**src/rtl/bram_arb_pkg.sv**
```systemverilog
// Shared types and constants for the two-port block_ram arbiter.
// Latency: n/a (declarations only).
// Backpressure: n/a.
package bram_arb_pkg;

  localparam int NUM_REQ    = 2;
  localparam int RD_LATENCY = 2;

  // One entry of the read-tag pipeline: which port a RAM read belongs to.
  typedef struct packed {
    logic valid;
    logic port;
  } rd_tag_t;

  // Turn a read tag into the per-port response strobe.
  function automatic logic [NUM_REQ-1:0] tag_to_onehot(input rd_tag_t t);
    logic [NUM_REQ-1:0] oh;
    oh = '0;
    if (t.valid) begin
      oh[t.port] = 1'b1;
    end
    return oh;
  endfunction

endpackage

```
**src/rtl/rr_arbiter2.sv**
```systemverilog
// Two-input round-robin grant with a last-served pointer.
// Latency: grant is combinational from valid; pointer moves on the advance edge.
// Backpressure: a lone requester is always granted; contention alternates.
module rr_arbiter2 (
  input  logic       clk,
  input  logic       rst,
  input  logic [1:0] valid,
  input  logic       advance,
  output logic [1:0] grant
);

  // Index of the port that completed the most recent transfer.
  // Reset to 1 so that port 0 wins the first contended cycle.
  logic last;

  // Lone requester wins outright; on contention the port not served last wins.
  always_comb begin
    grant = 2'b00;
    case (valid)
      2'b01:   grant = 2'b01;
      2'b10:   grant = 2'b10;
      2'b11:   grant = last ? 2'b01 : 2'b10;
      default: grant = 2'b00;
    endcase
  end

  // Pointer follows the granted port, but only when a transfer really happens.
  always_ff @(posedge clk) begin
    if (rst) begin
      last <= 1'b1;
    end else if (advance) begin
      last <= grant[1];
    end
  end

endmodule

```
**src/rtl/bram_port_arbiter.sv**
```systemverilog
// Shares one single-port block_ram between two valid/ready requesters.
// Latency: command registered at acceptance; read data returns two edges after acceptance.
// Backpressure: one request accepted per cycle, round-robin under contention; no response backpressure.
module bram_port_arbiter
  import bram_arb_pkg::*;
#(
  parameter int WIDTH = 16,
  parameter int DEPTH = 1024
) (
  input  logic                                    clk,
  input  logic                                    rst,
  input  logic [NUM_REQ-1:0]                      req_valid,
  output logic [NUM_REQ-1:0]                      req_ready,
  input  logic [NUM_REQ-1:0]                      req_we,
  input  logic [NUM_REQ-1:0][$clog2(DEPTH)-1:0]   req_addr,
  input  logic [NUM_REQ-1:0][WIDTH-1:0]           req_wdata,
  output logic [NUM_REQ-1:0]                      rsp_valid,
  output logic [WIDTH-1:0]                        rsp_rdata,
  output logic                                    ram_write_en,
  output logic                                    ram_read_en,
  output logic [$clog2(DEPTH)-1:0]                ram_addr,
  output logic [WIDTH-1:0]                        ram_data_in,
  input  logic [WIDTH-1:0]                        ram_data_out
);

  logic [NUM_REQ-1:0] grant;
  logic [NUM_REQ-1:0] xfer_vec;
  logic               xfer;
  logic               sel;
  logic               sel_we;
  rd_tag_t            tag_s1;
  rd_tag_t            tag_s2;

  rr_arbiter2 u_arb (
    .clk     (clk),
    .rst     (rst),
    .valid   (req_valid),
    .advance (xfer),
    .grant   (grant)
  );

  // Grants are masked during reset so nothing is accepted on a reset edge.
  always_comb begin
    req_ready = rst ? '0 : grant;
  end

  // Decode the handshake: at most one port transfers, sel names it.
  always_comb begin
    xfer_vec = req_valid & req_ready;
    xfer     = |xfer_vec;
    sel      = xfer_vec[1];
    sel_we   = req_we[sel];
  end

  // Command stage: register the accepted request towards the RAM.
  // Address and data hold when idle so the RAM pins only toggle on real accesses.
  always_ff @(posedge clk) begin
    if (rst) begin
      ram_write_en <= 1'b0;
      ram_read_en  <= 1'b0;
      ram_addr     <= '0;
      ram_data_in  <= '0;
    end else begin
      ram_write_en <= xfer & sel_we;
      ram_read_en  <= xfer & ~sel_we;
      if (xfer) begin
        ram_addr    <= req_addr[sel];
        ram_data_in <= req_wdata[sel];
      end
    end
  end

  // Read-tag pipeline: stage 1 lines up with read_en, stage 2 with data_out.
  always_ff @(posedge clk) begin
    if (rst) begin
      tag_s1 <= '0;
      tag_s2 <= '0;
    end else begin
      tag_s1.valid <= xfer & ~sel_we;
      tag_s1.port  <= sel;
      tag_s2       <= tag_s1;
    end
  end

  // Responses: the tag steers the strobe, data is the RAM output as-is.
  always_comb begin
    rsp_valid = tag_to_onehot(tag_s2);
    rsp_rdata = ram_data_out;
  end

  // Structural invariants of the handshake and the RAM command.
  always_ff @(posedge clk) begin
    if (!rst) begin
      assert ($onehot0(req_ready)) else $error("req_ready not one-hot");
      assert ($onehot0(rsp_valid)) else $error("rsp_valid not one-hot");
      assert (!(ram_write_en && ram_read_en)) else $error("read and write enable together");
    end
  end

endmodule

```
**config.mk**
```make
export PLATFORM = sky130hd
export DESIGN_NAME = bram_port_arbiter
export DESIGN_NICKNAME = d
export VERILOG_FILES = /design/src/rtl/bram_arb_pkg.sv /design/src/rtl/rr_arbiter2.sv /design/src/rtl/bram_port_arbiter.sv
export SDC_FILE = /design/constraint.sdc
export NUM_CORES = 1
export LEC_CHECK = 0
export BUFFER_PORTS_ARGS = -buffer_cell sky130_fd_sc_hd__buf_2
export CAP_MARGIN = 20
export CORE_AREA = 2 2 54 81
export DETAILED_ROUTE_END_ITERATION = 12
export DIE_AREA = 0 0 56 83
export PLACE_DENSITY = 0.87
export SETUP_SLACK_MARGIN = 0.1
export SLEW_MARGIN = 10
export SYNTH_ARGS = -nofsm -noshare
export SYNTH_HDL_FRONTEND = slang
export SYNTH_HIERARCHICAL = 1
export SYNTH_SLANG_ARGS = --single-unit
```
**constraint.sdc**
```tcl
create_clock -name clk -period 1.88 [get_ports clk]
set_input_delay 0.188 -clock clk [delete_from_list [all_inputs] [get_ports clk]]
set_output_delay 0.188 -clock clk [all_outputs]
set_load 0.01 [all_outputs]
```
# Word level (Yosys, flattened, before mapping)
# Cells that the tools add are included.
# W data, S select, Z words.
# totals
regBits	32
input_bits	74
out_inout_bits	48
word_cells	32
# classes
magnitude_cmp	3
eq_ne	3
n_mux	12
n_bitwise	4
n_reduce_logical	2
# ops
op	n
$mux W16	2
$mux W10	2
$mux W2	3
$pmux W2 S3	1
$eq A2 B2 Y1 const B	2
$lt A1 B2 Y1 const B	2
$mux W1	3
$and A1 B1 Y1	2
$and A2 B2 Y2	1
$eq A2 B1 Y1 const B	1
$reduce_or A2 Y1	1
$demux W1 S1	1
$ge A1 B1 Y1 const B	1
$logic_and A1 B1 Y1	1
$not A1 Y1	1

# Longest topological paths before layout
# Gate-level depths: netlist of run 1.
# logic_depth
word_depth	8
ltp_mapped	7
depth_no_buf	6

# Modules after synthesis
# Netlist of run 1, hierarchy kept.
# modules_own_cells
mod	n_inst	cells_per_inst	area_each_um2	seq_area_each_um2
bram_port_arbiter	1	124	1400.1	620.6
rr_arbiter2	1	6	53.8	20.0

# Worst setup path after synthesis of run 1
# OpenSTA, ideal clock, no wires.
# synth_timing
path_type	reg-to-reg
from	register u_arb.last
to	register u_arb.last
setup_time_ns	0.120
arrival_time_ns	1.556
required_time_ns	1.760
slack_ns	0.205
stages_incl_launch_ff	8
n_path_buf	1
period_less_slack_ns	1.675
path_cell_list	dfxtp_1 inv_1 a21boi_0 nand2_4 buf_4 a21oi_1 nor2b_1 a211o_1
# synth_via
elab_chain_len	5
# synth_lines
item	line_no	rtl
from (decl)	rr_arbiter2.sv:14	logic last;
from (signal assigned)	rr_arbiter2.sv:32	last <= grant[1];
$mux W2	rr_arbiter2.sv:22	2'b11: grant = last ? 2'b01 : 2'b10;
$pmux W2 S3	rr_arbiter2.sv:19	case (valid)
net grant[0]	bram_port_arbiter.sv:26	logic [NUM_REQ-1:0] grant;
$mux W2	bram_port_arbiter.sv:44	req_ready = rst ? '0 : grant;
$and A2 B2 Y2	bram_port_arbiter.sv:49	xfer_vec = req_valid & req_ready;
$reduce_or A2 Y1	bram_port_arbiter.sv:50	xfer = |xfer_vec;
net xfer	bram_port_arbiter.sv:28	logic xfer;
# The timed path passes the listed nets, and every way through them passes these cells.
# A chain may end at the register's enable or synchronous reset.

# Worst setup path in the final report of run 1
# layout_timing
from	register u_arb.last
to	output port req_ready[0]
# layout_via
elab_chain_len	3
# layout_lines
item	line_no	rtl
$mux W2	rr_arbiter2.sv:22	
$pmux W2 S3	rr_arbiter2.sv:19	
net grant[0]	bram_port_arbiter.sv:26	
$mux W2	bram_port_arbiter.sv:44	
to (decl)	bram_port_arbiter.sv:13	output logic [NUM_REQ-1:0] req_ready,
# The timed path passes the listed nets, and every way through them passes these cells.

==> reports/summary.md, run 1 <==
## Status
* run status: finished clean

## Timing
* Period Utilization, post-route: 84.2%
* Final Hold Vio Count: 0
* Finish-stage setup viols: 0
* total count of max-transition violations in the final report: 0
* f_max: 0.632 GHz
* slew at the pin closest to its max-slew limit: 501 ps
* setup clock skew after layout: 3.67 ps
* final setup slack of the worst path: 298 ps
* RSZ-0062 raised after global routing: false
* summed negative setup slack over all endpoints: 0 ps
* worst max-slew margin expressed relative to the limit: 66.3%
* time the final worst path needs with I/O delays and setup: 1580 ps

## Clock network
* CTS tree: built
* clk sinks: 32
* Reg clk slew, reported paths: 60 ps
* buffer type at the clock tree root: sky130_fd_sc_hd__clkbuf_8
* CTS hold repair buffers: 0
* Post-CTS Setup Inserts: 0
* number of gates given a new drive strength after cts: 0
* H-tree lvl count: 2
* Bufs on Longest Clock Path: 2
* clock latency reported for the late side of the worst-skew pair: 270 ps
* number of buffers created by CTS: 5

## Yosys
* net count of the mapped netlist: 204
* prevailing post-synth register cell: sky130_fd_sc_hd__dfxtp_1
* Unique masters post-synth: 21
* total of warnings raised by yosys: 6
* Synth Area in Adders: 0%
* number of instances in the synthesized netlist: 130
* share of the yosys chip area belonging to registers: 44.1%
* share of flip-flops with an asynchronous set or reset: 0%
* post-synth design cell area: 1450 µm²
* area fraction in and, or, nand and nor cells after synthesis: 7.23%
* share of Yosys cell area claimed by the top area cell type: 44.1%
* most area-consuming cells after synthesis: sky130_fd_sc_hd__dfxtp_1, sky130_fd_sc_hd__mux2i_1, sky130_fd_sc_hd__o2bb2ai_1
* most numerous cell types in the synthesized netlist: sky130_fd_sc_hd__dfxtp_1, sky130_fd_sc_hd__mux2i_1, sky130_fd_sc_hd__o2bb2ai_1, sky130_fd_sc_hd__buf_4, sky130_fd_sc_hd__nor2b_1
* area share of xor/xnor cells in the synthesized design: 0%
* Post-synth EDFFs: 0
* share of cell area taken by muxes after synthesis: 17.9%
* post-synthesis average cell area: 11.2 µm²
* post-synthesis compound-gate area fraction: 18.3%
* leading area contributor after synthesis: sky130_fd_sc_hd__dfxtp_1
* largest family of logic cells by synthesized area: compound AO/OA/AOI/OAI gates
* synthesis-stage register bit count: 32
* dominant cell by count in the synthesized netlist: sky130_fd_sc_hd__dfxtp_1

## Pwr
* Power Density: 811 nW/µm²
* Max IR drop VDD: 0.525 mV
* leakage power: 1.03 nW

## Finish
* area taken by multi-input logic gates: 632 µm²
* number of fill cells in the layout: 383
* end-of-flow core utilization: 49.0%
* number of diodes: 0
* Area growth, synth to finish: 32.4%
* net total in the final layout: 281
* area of all placed cells without fillers: 1920 µm²
* share of post-route cells with drive strength above 1: 50.2%
* FF/Latch Area: 641 µm²
* final cell count without fillers: 252

## Critical path
* largest delay contributor family on the critical path: compound AO/OA/AOI/OAI gates
* crit-path cells: inv_1 > a21boi_0 > nor2b_1 > buf_2
* arrival time at the worst endpoint: 1390 ps
* Worst EP required: 1690 ps
* kind of end point of the critical path: primary output
* critical path buffer and inverter count: 2
* largest incremental delay on the critical path: 410 ps
* highest net fanout along the worst path: 3
* slowest CP cell: sky130_fd_sc_hd__a21boi_0
* startpoint kind of the worst setup timing path: flip-flop
* category of the critical setup timing path: flip-flop to primary output

## Global route
* via count of the first global-routing pass: 1275
* overall routing resource usage: 14.3%
* antenna violations before repair: 0
* total congestion overflow: 0
* maximum number of pins on one net before global-route repair: 20
* wire length of the first global-routing pass: 5260 µm

## Die
* Std-Cell Core Area: 3920 µm²
* die area: 4650 µm²
* Top-Level Pins: 122
* floorplan die height: 83 µm
* x dimension of the die: 56 µm
* FP Rows: 28
* initial standard-cell utilization of the core: 37.1%

## Run
* Max-Cap Viols: 0

## Placement
* cell count after placement: 245
* Routability Congestion: 0.731
* DP Area: 1830 µm²
* half-perimeter wire length after detailed placement: 2630 µm
* I/O Buffers: 89
* dpl ws: 315 ps

## Drt
* initial DRC count: 9
* total iterations of the first detailed-routing run: 3
* vias per std cell: 4.91
* DR vias: 1238
* post-route ant nets: 0
* Residual DRC: 0
* total wire length after detailed routing: 3230 µm
* routed length per placed instance: 12.8 µm

## Min path
* min-delay worst type: input pin to flip-flop

## final timing paths
path / from / depth (start not counted) / slack, ps / endpoint
max: u_arb/last / 4 / 300 / req_ready[0]
min: req_wdata[20] / 2 / 110 / ram_data_in[4]
max reg2reg: u_arb/last / 6 / 310 / ram_addr[0]
min reg2reg: tag_s1[0] / 1 / 450 / tag_s2[0]
## power breakdown
| group | switching [W] | internal, W | total, W |
|---|---|---|---|
| sequential | 0.0000214 | 0.000725 | 0.000746 |
| combinational | 0.000125 | 0.000136 | 0.000262 |
| clock | 0.000227 | 0.000325 | 0.000553 |
## sequential cells by signal (all words and copies together) (netlist names)
signal / cells
ram_write_en: 1
tag_s2: 2
tag_s1: 2
ram_data_in: 16
ram_addr: 10
u_arb/last: 1
## per-layer routing
metal / up-vias / track usage [%] / routed length (µm)
met5: - / 0 / 0
met4: 0 / 7.79 / 57
met3: 10 / 5.45 / 316
met2: 65 / 26.2 / 1760
met1: 554 / 13.0 / 1100
li1: 609 / - / -
## worst register-to-register path: cells and delay by family, from the launching register on
| kind | cells | cell delay, ps |
|---|---|---|
| AOI/OAI and AO/OA | 2 | 490 |
| buffers and inverters | 2 | 310 |
| DFF | 1 | 350 |
| muxes | 1 | 210 |
| and+or+nand+nor | 1 | 110 |
## cell type report
| class | count | share of cell area (%) |
|---|---|---|
| multi-input combinational | 73 | 32.8 |
| tap | 45 | 2.93 |
| inverter | 1 | 0.195 |
| clock buffer | 7 | 5.01 |
| timing repair buffer | 94 | 25.7 |
| sequential | 32 | 33.3 |
## stage by stage
stage | hold WS [ps] | total power (W)
after floorplan | 282 | 0.000937
after global placement | 376 | 0.00102
after detailed placement | 376 | 0.00103
after CTS | 97.6 | 0.00158
after global routing | 103 | 0.00165
final | 107 | 0.00156
## placed cells by master, fill, tap and decap left out, drive strengths merged
cell type / synthesis / routed
a21oi: 3 / 3
or2: 1 / 1
nand2b: 1 / 1
inv: 1 / 1
nand4: 1 / 1
nand3: 1 / 1
a21boi: 2 / 2
nor2b: 6 / 6
mux2i: 26 / 26
nand2: 2 / 2
o2bb2ai: 26 / 26
buf: 24 / 94
dfxtp: 32 / 32
or3b: 1 / 1
nor2: 1 / 1
and2: 1 / 1
clkbuf: 0 / 7
a211o: 1 / 1
## cells by family (layout without fill, tap and decap cells)
group,after synthesis,after routing
mux,26,26
simple gates,15,15
compound gates,32,32
buf+inv,25,102
flops,32,32
Power figures use the tool's default switching activity.
==> run 2, diff against run 1 <==
Settings changed: CORE_AREA 2 2 54 81 to 2 2 57 86, DIE_AREA 0 0 56 83 to 0 0 59 88, PLACE_DENSITY 0.87 to 0.83.
Clock period 1.88 ns to 1.4 ns, I/O delays scaled along.
==> reports/summary.md, run 2 (synthesis gave the netlist of run 1 again) <==
## Status
* run status: finished clean, unchanged

## Drt
* Residual DRC: 0, unchanged
* DR vias: 1269, was 1238
* post-route ant nets: 0, unchanged
* routed length per placed instance: 14.6 µm, was 12.8 µm
* total wire length after detailed routing: 3750 µm, was 3230 µm
* initial DRC count: 14, was 9
* total iterations of the first detailed-routing run: 2, was 3
* vias per std cell: 4.92, was 4.91

## Clock network
* H-tree lvl count: 2, unchanged
* CTS tree: built, unchanged
* clk sinks: 32, unchanged
* number of buffers created by CTS: 5, unchanged
* clock latency reported for the late side of the worst-skew pair: 280 ps, was 270 ps
* Reg clk slew, reported paths: 70 ps, was 60 ps
* buffer type at the clock tree root: sky130_fd_sc_hd__clkbuf_8, unchanged
* Bufs on Longest Clock Path: 2, unchanged

## Finish
* number of diodes: 0, unchanged
* commonest non-fill, non-tap cell in the layout: sky130_fd_sc_hd__buf_2, unchanged
* Top reg by flops: ram_data_in, unchanged
* end-of-flow core utilization: 46.8%, was 49.0%
* largest registers: ram_data_in: 16 flops, ram_addr: 10 flops, unchanged
* Area growth, synth to finish: 42.6%, was 32.4%
* flip-flop count of the largest register after layout: 16, unchanged
* share of post-route cells with drive strength above 1: 56.2%, was 50.2%
* commonest non-fill, non-tap cells in the layout: sky130_fd_sc_hd__buf_2, sky130_fd_sc_hd__dfxtp_1, sky130_fd_sc_hd__o2bb2ai_1, was sky130_fd_sc_hd__buf_2, sky130_fd_sc_hd__dfxtp_1, sky130_fd_sc_hd__mux2i_1, sky130_fd_sc_hd__o2bb2ai_1, sky130_fd_sc_hd__clkbuf_8
* net total in the final layout: 283, was 281

## Critical path
* category of the critical setup timing path: flip-flop to primary output, unchanged
* startpoint kind of the worst setup timing path: flip-flop, unchanged
* internal reg-to-reg setup slack: 130 ps, was 310 ps
* highest net fanout along the worst path: 3, unchanged
* kind of end point of the critical path: primary output, unchanged
* Worst EP required: 1260 ps, was 1690 ps
* arrival time at the worst endpoint: 1140 ps, was 1390 ps

## Global route
* wire length of the first global-routing pass: 5400 µm, was 5260 µm
* overall routing resource usage: 14.0%, was 14.3%
* antenna violations before repair: 0, unchanged
* met1 track demand over resource in global routing: 12.6%, was 13.0%
* met2 Track Usage GR: 27.3%, was 26.2%
* total congestion overflow: 0, unchanged
* grt peak-use layer: met2, unchanged
* global-route track usage on met3: 4.14%, was 5.45%
* maximum number of pins on one net before global-route repair: 25, was 20
* via count of the first global-routing pass: 1210, was 1275

## Pwr
* Max IR drop VDD: 0.473 mV, was 0.525 mV
* Power Density: 1100 nW/µm², was 811 nW/µm²
* leakage power: 1.07 nW, was 1.03 nW

## Timing
* final setup slack of the worst path: 124 ps, was 298 ps
* Finish-stage setup viols: 0, unchanged
* slew at the pin closest to its max-slew limit: 249 ps, was 501 ps
* total count of max-transition violations in the final report: 0, unchanged
* smallest hold slack: 56.7 ps, was 107 ps
* Period Utilization, post-route: 91.1%
* worst max-slew margin expressed relative to the limit: 83.4%, was 66.3%
* summed negative setup slack over all endpoints: 0 ps, unchanged
* RSZ-0062 raised after global routing: true, was false
* setup clock skew after layout: 7.37 ps, was 3.67 ps
* Final Hold Vio Count: 0, unchanged
* f_max: 0.784 GHz
* time the final worst path needs with I/O delays and setup: 1280 ps

## Placement
* Routability Congestion: 0.762, was 0.731
* dpl ws: 55.7 ps, was 315 ps
* I/O Buffers: 89, unchanged
* half-perimeter wire length after detailed placement: 2820 µm, was 2630 µm

## Die
* Top-Level Pins: 122, unchanged
* die area: 5190 µm², was 4650 µm²
* floorplan die height: 88 µm, was 83 µm
* FP Rows: 30, was 28
* x dimension of the die: 59 µm, was 56 µm
* initial standard-cell utilization of the core: 32.8%, was 37.1%
* Std-Cell Core Area: 4430 µm², was 3920 µm²

## Min path
* min-delay worst type: input pin to flip-flop, unchanged

## Run
* Max-Cap Viols: 0, unchanged

## run 2: final timing paths
kind | startpoint | endpoint | depth (start not counted)
hold reg to reg | tag_s1[0] | tag_s2[0] | 1
setup / recovery | u_arb/last | req_ready[0] | 4
hold / removal | req_wdata[20] | ram_data_in[4] | 2
setup reg to reg | u_arb/last | tag_s1[1] | 5
## run 2: cell type report
cell class                      instances  area [µm²]
Fill cell                             438        2360
Clock buffer                            5        68.8
Sequential cell                        32         642
Clock inverter                          3        42.5
Timing Repair Buffer                   96         576
Multi-Input combinational cell         73         681
Inverter                                1        3.75
Tap cell                               48        60.1
## run 2: metal layers
| metal | share of wire, % | vias up |
|---|---|---|
| met5 | 0 | - |
| met3 | 4.6 | 10 |
| met4 | 1.9 | 0 |
| li1 | - | 618 |
| met1 | 33 | 601 |
| met2 | 60 | 40 |
## run 2: what timing repair did
item                                    4_1_cts  5_1_grt
endpoints found under the setup margin       27       30
hold buffers                                  0        0
resized for setup                             0       11
endpoints found under the hold margin         0        0
pin swaps                                     0        3
setup buffers                                 0        0
gates cloned                                  0        1
## run 2: worst max-delay path, stage by stage (launching register included)
cell and delay, ps:
sky130_fd_sc_hd__dfxtp_2 350, sky130_fd_sc_hd__inv_2 50, sky130_fd_sc_hd__a21boi_4 180, sky130_fd_sc_hd__nor2b_4 180
sky130_fd_sc_hd__buf_6 100
## run 2: stage by stage
step	total power (W)	cells	area [µm²]
after global routing	0.00240	258	2070
after floorplan	0.00126	130	1470
after global placement	0.00140	249	1890
after CTS	0.00229	257	2000
final	0.00229	258	2070
after detailed placement	0.00141	249	1890
## run 2: power by group
group	total, W	internal [W]	switching [W]	leakage, nW
Sequential	0.00100	0.000973	0.0000314	0.262
Clock	0.000873	0.000526	0.000347	0.0541
Combinational	0.000408	0.000219	0.000189	0.753
Total	0.00229	0.00172	0.000567	1.07
==> run 3, diff against run 2 <==
Settings changed: ABC_AREA set to 1, BUFFER_PORTS_ARGS -buffer_cell sky130_fd_sc_hd__buf_2 to -buffer_cell sky130_fd_sc_hd__buf_4, CORE_AREA 2 2 57 86 to 2 2 60 90, CTS_BUF_LIST set to sky130_fd_sc_hd__clkbuf_4, DIE_AREA 0 0 59 88 to 0 0 62 92, PLACE_DENSITY 0.83 to 0.87.
==> reports/summary.md, run 3 <==
## Drt
* Residual DRC: 0, unchanged
* total iterations of the first detailed-routing run: 4, was 2
* DR vias: 1993, was 1269
* routed length per placed instance: 11.3 µm, was 14.6 µm
* vias per std cell: 4.45, was 4.92
* post-route ant nets: 0, unchanged
* total wire length after detailed routing: 5060 µm, was 3750 µm
* initial DRC count: 51, was 14

## Finish
* number of fill cells in the layout: 488, was 438
* commonest non-fill, non-tap cell in the layout: sky130_fd_sc_hd__buf_4, was sky130_fd_sc_hd__buf_2
* Top reg by flops: ram_data_in, unchanged
* Area growth, synth to finish: 46.1%, was 42.6%
* largest registers: ram_data_in: 16 flops, ram_addr: 10 flops, unchanged
* net total in the final layout: 453, was 283
* number of diodes: 0, unchanged
* commonest non-fill, non-tap cells in the layout: sky130_fd_sc_hd__buf_4, sky130_fd_sc_hd__nor2_1, sky130_fd_sc_hd__nand2_1, was sky130_fd_sc_hd__buf_2, sky130_fd_sc_hd__dfxtp_1, sky130_fd_sc_hd__o2bb2ai_1
* share of post-route cells with drive strength above 1: 37.1%, was 56.2%
* flip-flop count of the largest register after layout: 16, unchanged
* area of all placed cells without fillers: 2810 µm², was 2070 µm²

## Yosys
* dominant cell by count in the synthesized netlist: sky130_fd_sc_hd__nor2_1, was sky130_fd_sc_hd__dfxtp_1
* synthesis-stage register bit count: 32, unchanged
* total of warnings raised by yosys: 6, unchanged
* Unique masters post-synth: 17, was 21
* leading area contributor after synthesis: sky130_fd_sc_hd__dfxtp_1, unchanged
* share of the yosys chip area belonging to registers: 33.3%, was 44.1%
* most numerous cell types in the synthesized netlist: sky130_fd_sc_hd__nor2_1, sky130_fd_sc_hd__nand2_1, sky130_fd_sc_hd__inv_1, sky130_fd_sc_hd__dfxtp_1, sky130_fd_sc_hd__nand3b_1, was sky130_fd_sc_hd__dfxtp_1, sky130_fd_sc_hd__mux2i_1, sky130_fd_sc_hd__o2bb2ai_1, sky130_fd_sc_hd__buf_4, sky130_fd_sc_hd__nor2b_1
* share of Yosys cell area claimed by the top area cell type: 33.3%, was 44.1%
* prevailing post-synth register cell: sky130_fd_sc_hd__dfxtp_1, unchanged
* most area-consuming cells after synthesis: sky130_fd_sc_hd__dfxtp_1, sky130_fd_sc_hd__nor2_1, sky130_fd_sc_hd__nand2_1, was sky130_fd_sc_hd__dfxtp_1, sky130_fd_sc_hd__mux2i_1, sky130_fd_sc_hd__o2bb2ai_1
* post-synth design cell area: 1920 µm², was 1450 µm²
* number of instances in the synthesized netlist: 301, was 130
* post-synthesis average cell area: 6.39 µm², was 11.2 µm²
* Post-synth EDFFs: 0, unchanged
* net count of the mapped netlist: 375, was 204
* share of flip-flops with an asynchronous set or reset: 0%, unchanged

## Pwr
* leakage power: 1.59 nW, was 1.07 nW
* Max IR drop VDD: 0.529 mV, was 0.473 mV
* Power Density: 763 nW/µm², was 1100 nW/µm²

## Clock network
* clk sinks: 32, unchanged
* Bufs on Longest Clock Path: 2, unchanged
* CTS tree: built, unchanged
* number of buffers created by CTS: 5, unchanged
* CTS hold repair buffers: 0, unchanged
* H-tree lvl count: 2, unchanged
* clock latency reported for the late side of the worst-skew pair: 320 ps, was 280 ps
* Reg clk slew, reported paths: 100 ps, was 70 ps
* buffer type at the clock tree root: sky130_fd_sc_hd__clkbuf_4, was sky130_fd_sc_hd__clkbuf_8

## Placement
* DP Area: 2500 µm², was 1890 µm²
* half-perimeter wire length after detailed placement: 3160 µm, was 2820 µm
* Routability Congestion: 0.763, was 0.762
* I/O Buffers: 89, unchanged

## Die
* x dimension of the die: 62 µm, was 59 µm
* floorplan die height: 92 µm, was 88 µm
* initial standard-cell utilization of the core: 38.5%, was 32.8%
* Std-Cell Core Area: 5000 µm², was 4430 µm²
* FP Rows: 32, was 30
* Top-Level Pins: 122, unchanged
* die area: 5700 µm², was 5190 µm²

## Critical path
* CP Capture Point: ram_data_in[6], was req_ready[0]
* startpoint of the most critical register-to-register path: u_arb/last, unchanged
* highest net fanout along the worst path: 6, was 3
* most frequent cell on the critical path: sky130_fd_sc_hd__nand2_2
* worst setup path startpoint: u_arb/last, unchanged
* FF-to-FF path depth: 9, was 5
* arrival time at the worst endpoint: 1630 ps, was 1140 ps
* kind of end point of the critical path: flip-flop, was primary output
* category of the critical setup timing path: flip-flop to flip-flop, was flip-flop to primary output
* reg-to-reg critical path endpoint: ram_data_in[6], was tag_s1[1]
* crit-path cells: nand2_2 > and2_4 > nand3_4 > buf_6 > clkbuf_16 > nand2_4 > nand2_2 > nor2_2 > nor2_1, was inv_2 > a21boi_4 > nor2b_4 > buf_6
* Worst EP required: 1630 ps, was 1260 ps
* largest incremental delay on the critical path: 350 ps, about the same
* slowest CP cell: sky130_fd_sc_hd__dfxtp_2, unchanged
* internal reg-to-reg setup slack: -7 ps, was 130 ps
* startpoint kind of the worst setup timing path: flip-flop, unchanged

## Timing
* worst max-slew margin expressed relative to the limit: 87.6%, was 83.4%
* final setup slack of the worst path: -6.84 ps, was 124 ps
* summed negative setup slack over all endpoints: -6.84 ps, was 0 ps
* setup clock skew after layout: 13.5 ps, was 7.37 ps
* RSZ-0062 raised after global routing: true, unchanged
* Final Hold Vio Count: 0, unchanged
* slew at the pin closest to its max-slew limit: 185 ps, was 249 ps
* f_max: 0.711 GHz, was 0.784 GHz
* Period Utilization, post-route: 100%, was 91.1%
* total count of max-transition violations in the final report: 0, unchanged
* Finish-stage setup viols: 1, was 0
* time the final worst path needs with I/O delays and setup: 1410 ps, was 1280 ps

## Global route
* total congestion overflow: 0, unchanged
* via count of the first global-routing pass: 1638, was 1210
* maximum number of pins on one net before global-route repair: 37, was 25
* overall routing resource usage: 16.7%, was 14.0%
* wire length of the first global-routing pass: 7250 µm, was 5400 µm
* antenna violations before repair: 0, unchanged

## Run
* Max-Cap Viols: 0, unchanged

## Min path
* min-delay worst type: input pin to flip-flop, unchanged

## Status
* violated checks: negative setup slack
* run status: finished with violations, was finished clean

==> run 3: cell count changes after synthesis, moves of 2 or more <==
| cell | change |
|---|---|
| sky130_fd_sc_hd__mux2i_1 | -26 |
| sky130_fd_sc_hd__buf_6 | +5 |
| sky130_fd_sc_hd__clkbuf_1 | +2 |
| sky130_fd_sc_hd__o2bb2ai_1 | -26 |
| sky130_fd_sc_hd__nand3b_1 | +26 |
| sky130_fd_sc_hd__nand3_4 | +2 |
| sky130_fd_sc_hd__inv_1 | +35 |
| sky130_fd_sc_hd__nor2_1 | +83 |
| sky130_fd_sc_hd__nor2b_1 | -6 |
| sky130_fd_sc_hd__nand2_1 | +82 |
==> run 3: kinds of logic (layout without fill, tap and decap cells) <==
kind of cell	Yosys count	count (layout)	share of synthesized area (%)
DFF	32	32	33.3
buffers and inverters	68	146	19.9
and+or+nand+nor	197	198	45.6
AOI/OAI and AO/OA	4	4	1.17
==> run 3: critical path, delay by kind of cell (launching register included) <==
kind	cells	cell delay [ps]
DFF	1	350
and+or+nand+nor	7	640
buffers and inverters	2	330
==> run 3: final cells by class <==
type / count / area [µm²] / share of cell area [%]
Inverter: 37 / 141 / 5.03
Multi-Input combinational cell: 202 / 1010 / 35.9
Clock buffer: 7 / 52.6 / 1.87
Timing Repair Buffer: 101 / 878 / 31.2
Tap cell: 68 / 85.1 / 3.03
Sequential cell: 32 / 642 / 22.8
Clock inverter: 1 / 3.75 / 0.134
==> run 3: stage by stage <==
stage | hold WS (ps) | utilization [%] | power (W) | instances | setup slack, ps
after CTS | 9.57 | 54.0 | 0.00213 | 446 | 25.4
after global routing | 15.0 | 56.2 | 0.00227 | 448 | -90.0
after detailed placement | 280 | 50.0 | 0.00157 | 432 | 35.9
after floorplan | 211 | - | 0.00136 | 301 | 139
after global placement | 280 | 50.0 | 0.00155 | 432 | 72.7
final | 23.1 | 56.2 | 0.00214 | 448 | -6.84
==> run 3: worst min-delay path by stage <==
stage	startpoint	to	slack (ps)	cells after the start
3_3_place_gp	ram_data_out[12]	rsp_rdata[12]	280	0
2_1_floorplan	rst	tag_s2[0]	210	1
6_report	rst	tag_s2[1]	20	2
4_1_cts	rst	tag_s2[1]	10	2
5_1_grt	rst	tag_s2[1]	10	2
3_5_place_dp	ram_data_out[12]	rsp_rdata[12]	280	0
==> run 3: routing by layer <==
metal | up-vias | track usage (%) | part of all wire, %
li1 | 1030 | - | -
met1 | 890 | 18.8 | 38
met2 | 67 | 28.8 | 55
met3 | 6 | 4.65 | 5.4
met4 | 0 | 5.67 | 0.91
met5 | - | 0 | 0
==> run 3: power breakdown <==
group | total [W] | switching [W] | internal [W]
Combinational | 0.000612 | 0.000280 | 0.000332
Clock | 0.000525 | 0.000293 | 0.000232
Sequential | 0.00101 | 0.0000313 | 0.000976
Total | 0.00214 | 0.000605 | 0.00154
==> run 3: what timing repair did <==
item                       4_1_cts  5_1_grt
setup endpoints to repair       30       31
gates cloned                     3        2
pin swaps                        1       10
resized for setup               11       27
setup buffers                    3        1
